===== src/rtl/program_loader.sv =====
// UART-fed instruction loader: packs received bytes big-endian into 32-bit words and streams them to instruction memory.
// Optional end-of-load checksum byte is enabled by defining LOAD_CHECKSUM_EN.
module program_loader #(
  parameter int unsigned MEM_DEPTH      = 256,
  parameter int unsigned ADDR_STEP      = 1,
  parameter logic [31:0] TIMEOUT_CYCLES = 32'd1_000_000,
  parameter logic [31:0] HALT_WORD      = 32'hFFFFFFFF
) (
  input  logic        clk,
  input  logic        rst,
  input  logic        start,
  input  logic [7:0]  rx_data,
  input  logic        rx_done,
  output logic        loadProgram,
  output logic [31:0] addressInstrucctionProgram,
  output logic [31:0] InstructionProgram,
  output logic        write_instruction,
  output logic        busy,
  output logic        done,
  output logic        error,
  output logic [15:0] word_count,
  output logic        checksum_ok
);

  localparam logic [2:0] IDLE  = 3'd0;
  localparam logic [2:0] RECV  = 3'd1;
  localparam logic [2:0] WRITE = 3'd2;
  localparam logic [2:0] CHK   = 3'd3;
  localparam logic [2:0] DONE  = 3'd4;
  localparam logic [2:0] ERR   = 3'd5;

  logic [2:0]  state;
  logic [31:0] word_reg;
  logic [31:0] addr;
  logic [31:0] timer;
  logic [1:0]  byte_idx;
  logic        is_halt;
  logic        last_slot;
  logic        timed_out;

  assign is_halt   = (word_reg == HALT_WORD);
  assign last_slot = (({16'd0, word_count} + 32'd1) == MEM_DEPTH);
  assign timed_out = ((timer + 32'd1) >= TIMEOUT_CYCLES);

  assign loadProgram                = (state == RECV) || (state == WRITE) || (state == CHK);
  assign busy                       = (state == RECV) || (state == WRITE);
  assign write_instruction          = (state == WRITE);
  assign addressInstrucctionProgram = addr;
  assign InstructionProgram         = word_reg;

`ifdef LOAD_CHECKSUM_EN
  logic [7:0] sum;
  logic       sum_match;
  assign sum_match = (rx_data == sum);
`else
  assign checksum_ok = 1'b0;
`endif

  always_ff @(posedge clk) begin
    if (!rst) begin
      state      <= IDLE;
      word_reg   <= '0;
      addr       <= '0;
      timer      <= '0;
      byte_idx   <= '0;
      word_count <= '0;
      done       <= 1'b0;
      error      <= 1'b0;
`ifdef LOAD_CHECKSUM_EN
      sum         <= '0;
      checksum_ok <= 1'b0;
`endif
    end else begin
      case (state)
        IDLE, DONE, ERR: begin
          if (start) begin
            state      <= RECV;
            addr       <= '0;
            word_count <= '0;
            byte_idx   <= '0;
            timer      <= '0;
            done       <= 1'b0;
            error      <= 1'b0;
`ifdef LOAD_CHECKSUM_EN
            sum         <= '0;
            checksum_ok <= 1'b0;
`endif
          end
        end
        RECV: begin
          if (rx_done) begin
            word_reg <= {word_reg[23:0], rx_data};
            byte_idx <= byte_idx + 2'd1;
            timer    <= '0;
`ifdef LOAD_CHECKSUM_EN
            sum <= sum + rx_data;
`endif
            if (byte_idx == 2'd3) state <= WRITE;
          end else if (timed_out) begin
            state <= ERR;
            error <= 1'b1;
          end else begin
            timer <= timer + 32'd1;
          end
        end
        WRITE: begin
          addr       <= addr + ADDR_STEP;
          word_count <= word_count + 16'd1;
          timer      <= '0;
          if (is_halt) begin
`ifdef LOAD_CHECKSUM_EN
            // A byte arriving alongside the halt write is already the checksum.
            if (rx_done) begin
              if (sum_match) begin
                state       <= DONE;
                done        <= 1'b1;
                checksum_ok <= 1'b1;
              end else begin
                state <= ERR;
                error <= 1'b1;
              end
            end else begin
              state <= CHK;
            end
`else
            state <= DONE;
            done  <= 1'b1;
`endif
          end else if (last_slot) begin
            state <= ERR;
            error <= 1'b1;
          end else begin
            state <= RECV;
            // Accept byte 0 of the next word in the write cycle so none is lost.
            if (rx_done) begin
              word_reg <= {word_reg[23:0], rx_data};
              byte_idx <= byte_idx + 2'd1;
`ifdef LOAD_CHECKSUM_EN
              sum <= sum + rx_data;
`endif
            end
          end
        end
`ifdef LOAD_CHECKSUM_EN
        CHK: begin
          if (rx_done) begin
            if (sum_match) begin
              state       <= DONE;
              done        <= 1'b1;
              checksum_ok <= 1'b1;
            end else begin
              state <= ERR;
              error <= 1'b1;
            end
          end else if (timed_out) begin
            state <= ERR;
            error <= 1'b1;
          end else begin
            timer <= timer + 32'd1;
          end
        end
`endif
        default: state <= IDLE;
      endcase
    end
  end

endmodule


===== config.mk =====
export PLATFORM = sky130hd
export DESIGN_NAME = program_loader
export DESIGN_NICKNAME = d
export VERILOG_FILES = /design/src/rtl/program_loader.sv
export SDC_FILE = /design/constraint.sdc
export NUM_CORES = 1
export LEC_CHECK = 0
export CAP_MARGIN = 20
export CORE_MARGIN = 4
export CORE_UTILIZATION = 40
export DETAILED_ROUTE_END_ITERATION = 12
export SETUP_SLACK_MARGIN = 0.2
export SYNTH_ARGS = -nofsm -noshare
export SYNTH_HDL_FRONTEND = slang
export SYNTH_SLANG_ARGS = --single-unit

===== constraint.sdc =====
create_clock -name clk -period 3.7 [get_ports clk]
set_input_delay 0.74 -clock clk [delete_from_list [all_inputs] [get_ports clk]]
set_output_delay 0.74 -clock clk [all_outputs]
set_load 0.02 [all_outputs]

==> results of run 1 <==
==> cells in the final DEF, fill, tap and decap left out, types with 6 or more instances in the layout <==
cell type and instances:
xor2_1 6, a21oi_1 39, dfxtp_1 119, a31oi_1 12, o21a_1 6, clkbuf_16 17
clkdlybuf4s50_1 96, buf_4 9, a221o_1 9, or3_1 12, nor2b_1 6, and4_1 7
nand2b_1 6, a22oi_1 6, or2_2 9, nor2_1 101, nand4_1 23, and2_1 17
o211ai_1 9, nand2_1 58, mux2i_1 36, o21ai_0 21, nor3_1 11, and3_1 27
inv_1 15, nand3_1 35, nor4_1 10, a311oi_1 7
==> power breakdown <==
| group | internal (mW) | switching [mW] | leakage, nW |
|---|---|---|---|
| combinational | 0.0729 | 0.115 | 1.80 |
| clock | 1.15 | 0.619 | 0.315 |
| sequential | 1.29 | 0.0146 | 0.959 |
| total | 2.52 | 0.748 | 3.07 |
==> cell type report <==
| cell class | count | share of cell area [%] |
|---|---|---|
| clock buffers | 18 | 5.61 |
| well taps | 184 | 2.94 |
| repair buffers | 106 | 13.4 |
| clock inverters | 14 | 2.51 |
| flip-flops and latches | 119 | 30.4 |
| multi-input cells | 555 | 44.3 |
| inverters | 17 | 0.815 |
==> critical path, delay by kind of cell, from the launching register on <==
| kind | cells | cell delay, ps |
|---|---|---|
| and+or+nand+nor | 5 | 1710 |
| AOI/OAI and AO/OA | 3 | 660 |
| DFF | 1 | 490 |
| buffers and inverters | 1 | 240 |
==> Yosys cell counts (all sizes together), types with 5 or more instances <==
cell type  number
a211o           5
a21oi          41
a221o           9
a22oi           6
a311oi          7
a31o            5
a31oi          12
and2           17
and3           27
and3b           5
and4            7
buf            16
clkbuf         27
dfxtp         119
inv            16
mux2            7
mux2i          36
nand2          58
nand2b          6
nand3          36
nand4          25
nor2          101
nor2b           6
nor3           13
nor4           13
o211ai          9
o21a            6
o21ai          21
or2            10
or3            12
xor2            6
==> state kept, by name, indices dropped and copies added, names as in the netlist <==
| signal | flops |
|---|---|
| InstructionProgram | 32 |
| addressInstrucctionProgram | 32 |
| timer | 32 |
| word_count | 16 |
| state | 3 |
| byte_idx | 2 |
| done | 1 |
| error | 1 |
==> path summary, 6_finish.rpt <==
check,cells past startpoint,slack (ps),endpoint,from
setup reg to reg,9,470,timer[4],timer[4]
setup / recovery,9,470,timer[4],timer[4]
hold / removal,2,480,addressInstrucctionProgram[31],addressInstrucctionProgram[31]
hold reg to reg,2,480,addressInstrucctionProgram[31],addressInstrucctionProgram[31]
==> metrics by stage <==
| stage | util (%) | std cells | hold WS [ps] |
|---|---|---|---|
| 2_1_floorplan | - | 734 | 444 |
| 3_3_place_gp | 48.9 | 981 | 459 |
| 3_5_place_dp | 48.9 | 981 | 466 |
| 4_1_cts | 53.3 | 1013 | 487 |
| 5_1_grt | 53.3 | 1013 | 519 |
| 6_report | 53.3 | 1013 | 483 |
==> metal layers <==
layer  up-vias  global-route usage [%]
met5         -                       0
met4         0                    5.37
met3        15                    5.01
met2       129                    29.9
met1      2730                    23.9
li1       2858                       -
==> kinds of logic (layout without fill, tap and decap cells) <==
group / count (synthesis) / in the layout / synth area share, %
flip-flops: 119 / 119 / 39.1
multiplexers: 43 / 43 / 7.21
other: 1 / 1 / 0.0616
AND/OR/NAND/NOR: 345 / 345 / 30.0
buffers and inverters: 60 / 155 / 4.19
XOR/XNOR: 10 / 10 / 1.44
adder cells (fa/ha/maj): 4 / 4 / 0.822
AO/OA/AOI/OAI: 152 / 152 / 17.1
==> metrics.md, run 1 <==
| Metric | Value |
|---|---|
| Routed metal-1 wirelength | roughly 7700 um |
| CTS-repair resized insts | 0 |
| CTS tree | yes |
| HP Class | reg2reg |
| Chip height | between 100 and 150 um |
| CP Launch Type | register |
| Max Transition Viols Final | 0 |
| Root Buffer Master | clkbuf_16 |
| Post CTS Setup Buffer Count | 0 |
| Die footprint | ~17000 um2 |
| Max rail drop VDD | 0.297 mV |
| Cells after Synth | 734 |
| Largest net degree at the start of global routing | 39 |
| Nets | approximately 830 |
| Register area share after synthesis | slightly below 40% |
| WL per Instance | roughly 16 um |
| Gr usage total | a little under a fifth |
| Final min period | about 3200 ps |
| Clk buf depth | 2 |
| Met3 routed WL | 687 um |
| CTS H-tree depth | 4 |
| Worst stage delay on the critical path | about 510 ps |
| Run status | completed |
| Share of layout cells above drive strength 1 | around 8.9% |
| Area growth from synthesis to layout | 28.6% |
| Crit path cell chain | nand4_4 -> nor4_4 -> nand4_1 -> a22oi_1 -> or4b_4 -> nor3_4 -> a21oi_2 -> buf_4 -> a221o_1 |
| 1st-iter DRT viols | 409 |
| Max Cap Viol | 0 |
| Initial antenna violation count | 0 |
| Vias/cell | around 5.7 |
| Power Density | 417 nW/um2 |
| Post-synth EDFFs | 0 |
| Dpl cell area | a little over 7000 um2 |
| DP Worst Slack | around 490 ps |
| Final ANT Viol Nets | 0 |
| Global-route wire length before repair | 26800 um |
| CTS Buf Count | 17 |
| Footprint of the multi-input gates | between 3000 and 4000 um2 |
| Synthesis-stage register bit count | around 120 |
| CP max-delay cell | or4b_4 |
| Overall power | 3.26 mW |
| Clk sinks | roughly 120 |
| Router iterations before antenna repair | 5 |
| Clock skew | approximately 9.9 ps |
| Dpl hpwl | between 10000 and 15000 um |
| Port Buffers | between 90 and 100 |
| Relative slew slack | roughly 51% |
| Number of global-route vias before repair | 5537 |
| Ys flop type | dfxtp_1 |
| Num ports | 98 |
| Clk Latency, worst-skew pair | between 400 and 500 ps |
| Register Area | ~2400 um2 |
| Routability cong. | roughly 0.9 |
| Total core area | approximately 15000 um2 |
| Initial Utilization | between 40% and 50% |
| Detailed-route wire length | around 16000 um |
| Critical Path AT | about 3500 ps |
| Total grt overflow | 0 |
| Crit share post-route | between 80% and 90% |
| Highest Signal Layer | met4 |
| Peak Freq | between 300 and 400 MHz |
| Clock slew at reported path FFs | ~60 ps |
| Worst-margin pin slew | around 740 ps |
| Syn Nets | 750 |
| Share of the synthesized area in the top cell type | approximately two fifths |
| Yosys cell types | 74 |
| Maximum fanout along the worst path | 32 |
| Ys async rst share | 0% |
| Hold-fix buffers, CTS | 0 |
| Synth Warn # | 0 |
| Met2 WL | 7300 um |
| Placement Rows | 44 |
| Worst Path Required | approximately 4000 ps |
| Mean Syn Cell Area | 8.29 um2 |
| Fin area | around 7800 um2 |
| Final setup violation count | 0 |
| Setup TNS | 0 ps |
| Diodes inserted | 0 |
| Leak | 3.07 nW |
| Routed vias | about 5700 |
| Final setup slack of the worst path | 471 ps |
| Width of the chip | 131 um |
| Crit end category | register |
| RSZ-0062 raised after global routing | false |
| Hold Fails Final Rpt | 0 |
| Leading area contributor after synthesis | dfxtp_1 |
| Netlist Area Pre-Place | roughly 6100 um2 |
| Top cells by area, synth | dfxtp_1 39%, nor2_1 6.2%, mux2i_1 5.9%, nand2_1 3.6%, a21oi_1 3.3% |
| DRC violations left | 0 |
| Fill cells | 1313 |
| Critical setup path kind | reg2reg |
(Power assumes the default switching activity.)
==> inputs of run 2 (changes only) <==
- clock period: 3.7 -> 2.75 ns (I/O delays scaled with it)
==> run 2 against run 1 <==
Compared with the run above:
- the run now ends with setup timing left
- final cell count is 8.4% higher
- maximum frequency is 17% higher
- sequential power is 34% higher
- cell area is 12% higher
- die area stayed put
- via count is 6.8% higher
- non-clock buffer count is 86 higher
- hold slack worse by 4.2 ps
- sequential share of layout area is 2.9 points lower
- clock power is 18% higher
- clock-buffer cell count is 5 higher
- power is 28% higher
==> metrics.md, run 2 (same netlist as run 1, synthesis figures left out) <==
| Metric | Value |
|---|---|
| Initial Utilization | around two fifths |
| Dpl hpwl | between 10000 and 15000 um |
| Routed vias | approximately 6100 |
| Hold-fix buffers, CTS | 0 |
| Max Transition Viols Final | 0 |
| Final min period | around 2800 ps |
| Clk Latency, worst-skew pair | between 400 and 500 ps |
| Gr usage total | 19.5% |
| Hold_ws | 479 ps |
| Die footprint | about 17000 um2 |
| DRC violations left | 0 |
| Failing checks | setup timing |
| Delay-heaviest family, CP | simple AND/OR/NAND/NOR gates |
| Width of the chip | about 130 um |
| Run status | complete, but fails checks |
| Critical setup path kind | reg2reg |
| Global-route wire length before repair | 28400 um |
| Leak | approximately 3.6 nW |
| Most frequent cells in the layout | 98 x nor2_1, 96 x dfxtp_1, 94 x clkdlybuf4s50_1 |
| Max rail drop VDD | between 0.4 and 0.5 mV |
| Fin area | 8790 um2 |
| Clock skew | about 19 ps |
| CTS tree | yes |
| Hold Fails Final Rpt | 0 |
| Final setup violation count | 5 |
| Crit path cell chain | ha_4 -> nand4_1 -> nor4_4 -> buf_4 -> a211o_1 -> a22oi_1 -> or4b_4 -> nor3_4 -> a21oi_4 -> buf_6 -> a221o_1 |
| Maximum fanout along the worst path | 7 |
| Total grt overflow | 0 |
| Critical Path Start | timer[1] |
| Finished Layout Cells | roughly 1100 |
| Critical Path AT | a little over 3000 ps |
| Router iterations before antenna repair | 5 |
| Diodes inserted | 0 |
| Nets | just over 900 |
| Port Buffers | 96 |
| Clk buf depth | 2 |
| Total core area | 14700 um2 |
| Chip height | around 130 um |
| Detailed-route wire length | roughly 18000 um |
| Clk sinks | 119 |
| Initial antenna violation count | 0 |
| Number of global-route vias before repair | just under 6000 |
| RR Startpoint | timer[1] |
| Final setup slack of the worst path | -10.5 ps |
| 1st-iter DRT viols | around 330 |
| RSZ-0062 raised after global routing | true |
| Worst-margin pin slew | between 600 and 700 ps |
| Share of layout cells above drive strength 1 | a little under a quarter |
| HP Class | reg2reg |
| Crit end category | register |
| Clock slew at reported path FFs | around 50 ps |
| Routability cong. | around 0.9 |
| Final ANT Viol Nets | 0 |
| Num ports | 98 |
| Root Buffer Master | clkbuf_16 |
| Setup TNS | -31.6 ps |
| WL per Instance | 16.2 um |
| Buf/Inv on CP | 2 |
| Vias/cell | roughly 5.6 |
| Most common cell after layout, fill and taps aside | nor2_1 |
| CTS H-tree depth | 4 |
| Relative slew slack | a little over half |
| Power Density | roughly 470 nW/um2 |
| CP Launch Type | register |
| HP Start | error |
| Max Cap Viol | 0 |
| Worst stage delay on the critical path | roughly 520 ps |
| Largest net degree at the start of global routing | 38 |
| Dpl cell area | around 7700 um2 |
| Peak Freq | 362 MHz |
| Crit share post-route | 100% |
| Fill cells | 1301 |
| DP Worst Slack | -89.8 ps |
| Placed cells | ~1000 |
| Area growth from synthesis to layout | 44.4% |
| Placement Rows | 44 |
| CP max-delay cell | or4b_4 |
| CTS Buf Count | 17 |
| Worst Path Required | between 3000 and 4000 ps |
[run 2: cell types whose count changed in the layout (fill, tap and decap cells not counted), sizes merged]
| cell | previous run | this run |
|---|---|---|
| buf | 10 | 93 |
| clkbuf | 18 | 26 |
| bufinv | 4 | 1 |
| clkinv | 7 | 4 |
| clkinvlp | 0 | 3 |
| inv | 20 | 17 |
| clkdlybuf4s50 | 96 | 94 |
| dlygate4sd2 | 0 | 2 |
[run 2: cell type report]
cell class                      count  area, um2  area share [%]
Inverter                           17       63.8           0.726
Clock inverter                      8       72.6           0.826
Timing Repair Buffer              192       1830            20.8
Sequential cell                   119       2420            27.5
Multi-Input combinational cell    555       3690            42.0
Tap cell                          184        230            2.62
Clock buffer                       23        488            5.55
[run 2: final timing paths]
kind	endpoint	slack (ps)	cells past startpoint
worst min register to register	error	480	2
worst min-delay path	error	480	2
worst max-delay path	timer[4]	-10	11
worst max register to register	timer[4]	-10	11
[run 2: layer usage]
metal / up-vias / routed length, um / GRT usage (%)
li1: 3021 / - / -
met2: 150 / 8570 / 32.1
met3: 20 / 927 / 5.43
met5: - / 0 / 0
met1: 2933 / 8020 / 24.1
met4: 0 / 286 / 8.28
[run 2: repair_timing]
action	CTS	global route
pin swaps	6	19
endpoints found under the setup margin	62	67
setup buffers	6	14
gates cloned	0	4
hold endpoints to repair	0	0
gates resized for setup	15	58
[run 2: metrics by stage]
stage	power, mW	utilization (%)
floorplan	1.96	-
global placement	2.06	52.5
detailed placement	2.07	52.5
CTS	4.18	57.0
global route	4.33	59.8
finish	4.17	59.8
[run 2: power by group]
group | internal [mW] | switching, mW | total (mW)
combinational | 0.150 | 0.177 | 0.327
clock | 1.32 | 0.765 | 2.09
sequential | 1.74 | 0.0190 | 1.76
total | 3.21 | 0.961 | 4.17
[run 2: worst min-delay path, cell delays in order, from the launching register on]
cell and delay [ps]:
dfxtp_1 320, inv_1 60, a221oi_2 50
==> inputs of run 3 (changes only) <==
- CTS_BUF_LIST: not set -> sky130_fd_sc_hd__clkbuf_2 sky130_fd_sc_hd__clkbuf_4 sky130_fd_sc_hd__clkbuf_8
==> run 3 against run 2 <==
Compared with the run above:
- the run now ends clean
- worst setup slack gained 35 ps
- register-to-register slack gained 40 ps
- via count decreased by 0.44%
- first-iteration DRC count is 2.8% lower
- largest power group is now registers
- critical path depth unchanged
- sequential cell count unchanged
- global-route usage is 0.10 points lower
- die area stayed put
- clock power down 27%
- clock-buffer cell count is the same
- final cell count is 0.36% lower
==> metrics.md, run 3 (same netlist as run 1, synthesis figures left out) <==
| Metric | Value |
|---|---|
| Crit share post-route | 99.1% |
| Global-route wire length before repair | ~28000 um |
| Initial antenna violation count | 0 |
| Clk sinks | 119 |
| Routed vias | 6097 |
| Detailed-route wire length | between 15000 and 20000 um |
| Final setup violation count | 0 |
| Run status | completed |
| Clock slew at reported path FFs | around 70 ps |
| Worst Path Required | about 3100 ps |
| Worst-margin pin slew | around 650 ps |
| Die footprint | 17300 um2 |
| CTS Buf Count | 17 |
| Peak Freq | between 300 and 400 MHz |
| Initial Utilization | between 40% and 50% |
| Setup TNS | 0 ps |
| Router iterations before antenna repair | 5 |
| Most common cell after layout, fill and taps aside | dfxtp_1 |
| Critical Path AT | about 3100 ps |
| Max rail drop VDD | about 0.32 mV |
| Most frequent cells in the layout | 99 x dfxtp_1, 97 x nor2_1, 94 x clkdlybuf4s50_1 |
| Share of layout cells above drive strength 1 | 22.4% |
| Root Buffer Master | clkbuf_8 |
| Critical setup path kind | reg2reg |
| 1st-iter DRT viols | ~320 |
| DRC violations left | 0 |
| RSZ-0062 raised after global routing | true |
| CTS tree | yes |
| Clock skew | 9.91 ps |
| Port Buffers | 96 |
| Hold Fails Final Rpt | 0 |
| Register Area | approximately 2400 um2 |
| CP Launch Type | register |
| Width of the chip | ~130 um |
| Crit end category | register |
| Total core area | around 15000 um2 |
| WL per Instance | 16.0 um |
| Area growth from synthesis to layout | 40.1% |
| Max Transition Viols Final | 0 |
| Vias/cell | 5.57 |
| Final ANT Viol Nets | 0 |
| Diodes inserted | 0 |
| Final min period | around 2700 ps |
| Num ports | roughly 100 |
| HP Class | reg2reg |
| Gr usage total | 19.4% |
| Relative slew slack | roughly 57% |
| CTS H-tree depth | 4 |
| Largest net degree at the start of global routing | 38 |
| Routability cong. | 0.917 |
| Dpl hpwl | roughly 12000 um |
| Post-Route Utilization | between 50 and 60% |
| Placement Rows | 44 |
| Leak | between 3 and 4 nW |
| Total grt overflow | 0 |
| Power Density | about 420 nW/um2 |
| Chip height | ~130 um |
| Number of global-route vias before repair | between 5000 and 6000 |
| Max Cap Viol | 0 |
| Fill cells | around 1300 |
| Nets | ~910 |
| Hold-fix buffers, CTS | 0 |
| Footprint of the multi-input gates | ~3700 um2 |
| Maximum fanout along the worst path | 15 |
| Clk buf depth | 2 |
| Clk Latency, worst-skew pair | 450 ps |
## run 3: cell types whose count changed in the layout (fill, tap and decap cells not counted), sizes merged
cell    before  now
buf         93   90
clkbuf      26   25
## run 3: final timing paths
check	start	endpoint	slack, ps	cells past startpoint
max reg2reg	timer[1]	timer[17]	20	11
max	timer[1]	timer[17]	20	11
min reg2reg	error	error	480	2
min	error	error	480	2
## run 3: power breakdown
part / switching, mW / leakage, nW / internal, mW
sequential: 0.0189 / 0.971 / 1.73
combinational: 0.174 / 2.30 / 0.143
clock: 0.698 / 0.190 / 0.817
total: 0.891 / 3.47 / 2.69
## run 3: area by class of cell
cell class              count  share of cell area, %
multi-input cells         555                   43.1
flip-flops and latches    119                   28.4
repair buffers            188                   20.7
clock buffers              23                   3.56
well taps                 184                   2.70
clock inverters             8                  0.851
inverters                  17                  0.748
## run 3: timing repair
action / CTS / global route
endpoints found under the hold margin: 0 / 0
gates resized for setup: 16 / 49
buffers inserted: 7 / 10
pin swaps: 6 / 14
setup endpoints to repair: 62 / 69
cloned: 0 / 3
## run 3: layer usage
layer	GRT usage, %	share of wire, %
met1	24.0	45
met2	31.3	47
met3	6.31	5.4
met4	8.17	2.2
met5	0	0
## run 3: per-stage QoR
step | power, mW | setup WS (ps) | hold slack, ps | area (um2) | cells
final | 3.58 | 25.0 | 482 | 8530 | 1094
after detailed placement | 2.07 | -89.8 | 462 | 7710 | 1043
after global placement | 2.06 | 32.3 | 460 | 7710 | 1043
after global routing | 3.75 | -139 | 496 | 8530 | 1094
after floorplan | 1.96 | 159 | 444 | 6150 | 734
after CTS | 3.59 | 43.8 | 484 | 8200 | 1081
## run 3: critical path, cell delays in order (launching register included)
cell,delay [ps]
dfxtp_4,370
ha_4,160
nand4_1,120
nor4_4,70
buf_4,140
a211o_1,280
a22oi_1,190
or4b_4,520
nor3_4,180
a21oi_4,110
buf_8,160
a221o_1,300
